`config.mk`:
```
export PLATFORM = sky130hd
export DESIGN_NAME = pbit_sched
export DESIGN_NICKNAME = d
export VERILOG_FILES = /design/src/rtl/pbit_sched.sv
export SDC_FILE = /design/constraint.sdc
export NUM_CORES = 1
export LEC_CHECK = 0
export ABC_AREA = 1
export ABC_CLOCK_PERIOD_IN_PS = 4750
export CAP_MARGIN = 5
export CORE_ASPECT_RATIO = 1.5
export CORE_UTILIZATION = 30
export CTS_CLUSTER_SIZE = 12
export DETAILED_ROUTE_END_ITERATION = 10
export DONT_BUFFER_PORTS = 1
export HOLD_SLACK_MARGIN = 0.08
export MAX_ROUTING_LAYER = met4
export PLACE_DENSITY = 0.48
export RECOVER_POWER = 50
export SLEW_MARGIN = 20
export SYNTH_ARGS = -nofsm -noshare
export SYNTH_HDL_FRONTEND = slang
export SYNTH_SLANG_ARGS = --single-unit
```
`constraint.sdc`:
```
create_clock -name clk -period 4.75 [get_ports clk]
set_input_delay 0.95 -clock clk [delete_from_list [all_inputs] [get_ports clk]]
set_output_delay 0.95 -clock clk [all_outputs]
set_load 0.1 [all_outputs]
```
`src/rtl/pbit_sched.sv`:
```
// Time-multiplexed p-bit scheduler: one shared MAC walks every p-bit's bias and
// couplings, then compares the accumulated field against a random sample.
module pbit_sched #(
  parameter int unsigned N_PBITS = 4,
  parameter int unsigned W_PREC  = 6,
  parameter int unsigned ACC_W   = 10,
  parameter int unsigned ADDR_W  = 5
) (
  input  logic                clk,
  input  logic                rst_n,
  input  logic                start,
  input  logic [7:0]          sweeps,
  input  logic [N_PBITS-1:0]  p_init,
  input  logic [N_PBITS-1:0]  clamp_mask,
  output logic [ADDR_W-1:0]   w_addr,
  input  logic [W_PREC-1:0]   w_data,
  input  logic [ACC_W-1:0]    rnd,
  output logic [N_PBITS-1:0]  p_state,
  output logic                busy,
  output logic                done
);

  localparam int unsigned IDX_W = (N_PBITS > 1) ? $clog2(N_PBITS) : 1;
  localparam int unsigned J_W   = $clog2(N_PBITS + 1);
  localparam int unsigned ROW   = N_PBITS + 1;
  localparam int unsigned SUM_W = ACC_W + 1;
  localparam logic signed [SUM_W-1:0] ACC_MAX = {2'b00, {(ACC_W-1){1'b1}}};
  localparam logic signed [SUM_W-1:0] ACC_MIN = {2'b11, {(ACC_W-1){1'b0}}};

  typedef enum logic [1:0] {S_IDLE, S_ACC, S_DECIDE, S_DONE} state_e;

  state_e                    state_q, state_d;
  logic [IDX_W-1:0]          i_q, i_d;
  logic [J_W-1:0]            j_q, j_d;
  logic [7:0]                sweep_q, sweep_d;
  logic [7:0]                sweeps_q, sweeps_d;
  logic [N_PBITS-1:0]        clamp_q, clamp_d;
  logic [N_PBITS-1:0]        p_q, p_d;
  logic signed [ACC_W-1:0]   acc_q, acc_d;
  logic [ADDR_W-1:0]         w_addr_q, w_addr_d;
  logic                      busy_q, busy_d;
  logic                      done_q, done_d;

  logic signed [W_PREC-1:0]  w_s;
  logic signed [ACC_W-1:0]   rnd_s;
  logic signed [SUM_W-1:0]   w_ext_c, sum_c;
  logic signed [ACC_W-1:0]   acc_sat_c;
  logic                      p_sel_c, last_pbit_c, last_j_c, more_sweeps_c;

  assign w_s           = w_data;
  assign rnd_s         = rnd;
  assign w_ext_c       = SUM_W'(w_s);
  assign last_pbit_c   = (i_q == IDX_W'(N_PBITS - 1));
  assign last_j_c      = (j_q == J_W'(N_PBITS));
  assign more_sweeps_c = (9'(sweep_q) + 9'd1) < 9'(sweeps_q);

  // Sign of the coupling term: bias (j=0) always adds, else follows p_state[j-1]
  always_comb begin
    p_sel_c = 1'b1;
    for (int k = 0; k < int'(N_PBITS); k++) begin
      if (j_q == J_W'(k + 1)) p_sel_c = p_q[k];
    end
  end

  always_comb begin
    sum_c = p_sel_c ? (SUM_W'(acc_q) + w_ext_c) : (SUM_W'(acc_q) - w_ext_c);
    if (sum_c > ACC_MAX)      acc_sat_c = ACC_W'(ACC_MAX);
    else if (sum_c < ACC_MIN) acc_sat_c = ACC_W'(ACC_MIN);
    else                      acc_sat_c = sum_c[ACC_W-1:0];
  end

  always_ff @(posedge clk or negedge rst_n) begin
    if (!rst_n) state_q <= S_IDLE;
    else        state_q <= state_d;
  end

  always_comb begin
    state_d = state_q;
    case (state_q)
      S_IDLE:   if (start) state_d = (sweeps == 8'd0) ? S_DONE : S_ACC;
      S_ACC:    if (last_j_c) state_d = S_DECIDE;
      S_DECIDE: state_d = (!last_pbit_c || more_sweeps_c) ? S_ACC : S_DONE;
      S_DONE:   state_d = S_IDLE;
      default:  state_d = S_IDLE;
    endcase
  end

  // Datapath next values and registered outputs
  always_comb begin
    i_d      = i_q;
    j_d      = j_q;
    sweep_d  = sweep_q;
    sweeps_d = sweeps_q;
    clamp_d  = clamp_q;
    p_d      = p_q;
    acc_d    = acc_q;
    case (state_q)
      S_IDLE: begin
        if (start) begin
          p_d      = p_init;
          sweeps_d = sweeps;
          clamp_d  = clamp_mask;
          i_d      = '0;
          j_d      = '0;
          sweep_d  = '0;
          acc_d    = '0;
        end
      end
      S_ACC: begin
        acc_d = acc_sat_c;
        j_d   = last_j_c ? '0 : j_q + J_W'(1);
      end
      S_DECIDE: begin
        if (!clamp_q[i_q]) p_d[i_q] = (acc_q > rnd_s);
        acc_d = '0;
        j_d   = '0;
        if (!last_pbit_c) begin
          i_d = i_q + IDX_W'(1);
        end else if (more_sweeps_c) begin
          i_d     = '0;
          sweep_d = sweep_q + 8'd1;
        end
      end
      default: ;
    endcase
    w_addr_d = (state_d == S_ACC) ? ADDR_W'(32'(i_d) * ROW + 32'(j_d)) : '0;
    busy_d   = (state_d == S_ACC) || (state_d == S_DECIDE);
    done_d   = (state_d == S_DONE);
  end

  always_ff @(posedge clk or negedge rst_n) begin
    if (!rst_n) begin
      i_q      <= '0;
      j_q      <= '0;
      sweep_q  <= '0;
      sweeps_q <= '0;
      clamp_q  <= '0;
      p_q      <= '0;
      acc_q    <= '0;
      w_addr_q <= '0;
      busy_q   <= 1'b0;
      done_q   <= 1'b0;
    end else begin
      i_q      <= i_d;
      j_q      <= j_d;
      sweep_q  <= sweep_d;
      sweeps_q <= sweeps_d;
      clamp_q  <= clamp_d;
      p_q      <= p_d;
      acc_q    <= acc_d;
      w_addr_q <= w_addr_d;
      busy_q   <= busy_d;
      done_q   <= done_d;
    end
  end

  assign w_addr  = w_addr_q;
  assign p_state = p_q;
  assign busy    = busy_q;
  assign done    = done_q;

endmodule

```
==> out/results.ini <==
[sta]
setup_viol_count_final=0
max_slew_margin_pct=41.5
fin_crit_ns=3.46
tns_ns=0
skew_ns=0.00589
report.final.slew_viol_count=0
period_share_pct=72.9
fmaxAchievable_mhz=289
rsz0062_at_grt=false
worstMarginPinSlew_ns=0.878
hold_viol=0
holdWs_ns=0.352
layout_setup_ws_ns=1.29

[critical_path]
endpoint_kind=flop
cp.arrival_ns=3.64
worstSetupPathType=reg -> reg
critical_path_required_ns=4.93
path_cells=ha_1 -> nand2_2 -> inv_2 -> nand2_4 -> nor2_4 -> xor2_1 -> ha_1 -> a21oi_1 -> o211ai_1 -> a21oi_2 -> nand2_2 -> nand2_1 -> nand2_1 -> nand2_1 -> o21ai_0 -> ha_1 -> inv_1 -> fa_1 -> xor2_1 -> nor2_1
crit_buf_inv=2
crit_family=adder cells
start_kind=flop
slowest_stage=dfrtp_1
max_stage_delay_ns=0.43
critPathMaxFanout=5

[grt]
grt_busiest_layer=met2
grt_first_pass_wirelength_um=14000
grt-ovfl-total=0
grt_pass1_vias=3082
grt_util_met1_pct=13.8
grt_use_total_pct=15.0
antenna_found_initial=0
grt_max_degree=49
met2_usage_pct=30.8
use_met3_pct=2.39

[cells_and_area]
fill_cells=1276
fin_nets=559
num_antenna_cells=0
drive_gt1_share_pct=8.84
syn_to_final_growth_pct=9.22

[die]
fp.dieH_um=137
fp.dieW_um=92.1
std_cell_rows=49
pin_count=46
initial_utilization_pct=30.7
fp.coreArea_um2=11900
die_area_um2=12600

[synth]
synth_compound_area_share_pct=11.5
avgSynthCellArea_um2=7.78
yosysWarnings=0
synth_most_common_cell=nand2_1
syn-cell-area_um2=3650
ys_seq_area_share_pct=32.9
synth_top_family_by_area=simple AND/OR/NAND/NOR gates
synth-simple-area-share_pct=23.5
synth-edff-count=0
synthXorXnorAreaFrac_pct=3.84
ys_seq_elements=48
synthCells=469
synthArstFlopShare_pct=100
synth_area_leaders=dfrtp_1 33%, ha_1 16%, nand2_1 9.9%
syn_nets=554
synth_ff_type=dfrtp_1
synth_top_area_share_pct=32.9
synth_largest_area_cell=dfrtp_1
yosys-top-cells-count=96 x nand2_1, 77 x inv_1, 48 x dfrtp_1, 48 x ha_1, 37 x nand3_1
synth.area.mux_share_pct=1.54
ys_types=38
synth-adder-area-share_pct=17.5

[hold_path]
hp-class=in -> async

[cts]
post_cts_buffers=0
hold_buffers=0
clock_sinks=48
cts_tree=done
cts_buffers=5
clkSlewWorstSetupHoldPaths_ns=0.06
clockBufferDepth=2
htree_levels=2
cts_root_buffer=clkbuf_16
clock_latency_ns=0.29
cts_resized=0

[power_and_ir_drop]
irDropWorstVdd_uv=252
p_leak_nw=2.09
powerDensity_nw_per_um2=807

[flow_run]
drv_cap=0

[placed_design]
post-place-ws_ns=1.23
gp_congestion=0.864
hpwl_um=7070
port-buffer-count=0

[drt]
vias_per_cell=4.71
via_count=2959
detail-route-antenna-nets=0
drtPass1Iterations=4
drtIter0Drc=100
remaining_drc_errors=0
routed_wl_um=8590
avgRoutedWirePerCell_um=13.7

[run_status]
outcome=finished, final reports clean

-- path summary, 6_finish.rpt --
kind / startpoint / to / slack (ns) / cells past startpoint
worst min-delay path: rst_n / sweeps_q[1] / 0.35 / 0
worst max register to register: sweep_q[0] / w_addr[3] / 1.29 / 20
max in group asynchronous: rst_n / sweep_q[3] / 4.31 / 0
worst max-delay path: sweep_q[0] / w_addr[3] / 1.29 / 20
worst min register to register: clamp_q[1] / clamp_q[1] / 0.51 / 1
min in group clk: clamp_q[1] / clamp_q[1] / 0.51 / 1
-- placed cells by master, fill, tap and decap left out, types with 2 or more instances in the layout --
cell type and count:
a21boi_0 3, a21oi_1 30, a31oi_1 2, buf_4 4, clkbuf_1 2, clkbuf_16 5
dfrtp_1 48, fa_1 2, ha_1 48, inv_1 77, inv_2 3, mux2_2 5
nand2_1 96, nand2_2 7, nand2_4 2, nand3_1 37, nand3_2 2, nand3b_1 2
nand4_1 5, nor2_1 31, nor3_1 4, nor4_1 2, o211ai_1 2, o21ai_0 18
o21ai_2 8, o21bai_1 2, o22ai_1 2, or2_2 2, xnor2_1 5, xor2_1 11
-- cell type report --
cell class,count,area [um2],area share [%]
Clock buffer,8,146,3.67
Inverter,81,304,7.62
Multi-Input combinational cell,334,2110,53.0
Sequential cell,48,1200,30.1
Tap cell,153,191,4.80
Timing Repair Buffer,4,30.0,0.753
-- cell families after synthesis --
logic type / after synthesis
buffers and inverters: 87
adder cells (fa/ha/maj): 50
multiplexers: 5
XOR/XNOR: 16
flip-flops: 48
AO/OA/AOI/OAI: 71
AND/OR/NAND/NOR: 192
-- stage by stage --
step | area (um2) | power, W | util [%] | instances
3_3_place_gp | 3840 | 0.00286 | 32.3 | 620
3_5_place_dp | 3840 | 0.00288 | 32.3 | 620
6_report | 3990 | 0.00322 | 33.5 | 628
5_1_grt | 3990 | 0.00359 | 33.5 | 628
2_1_floorplan | 3650 | 0.00241 | - | 469
4_1_cts | 3990 | 0.00327 | 33.5 | 628
-- routing by layer --
layer  vias to the layer above  wire length [um]
li1                       1525                 -
met1                      1378              3210
met2                        44              4940
met3                        12               266
met4                         0               170
met5                         -                 0
-- report_power, final --
part	internal (W)	switching [W]	leakage [nW]
sequential	0.000584	0.000262	0.587
combinational	0.000726	0.00128	1.43
clock	0.000210	0.000154	0.0712
-- flip-flops by register name, summed over array words and instances, names as in the netlist --
register  count
acc_q        10
sweep_q       8
sweeps_q      8
w_addr        5
clamp_q       4
p_state       4
j_q           3
i_q           2
state_q       2
busy          1
done          1
Note: power is estimated with default switching activity, not from simulation.
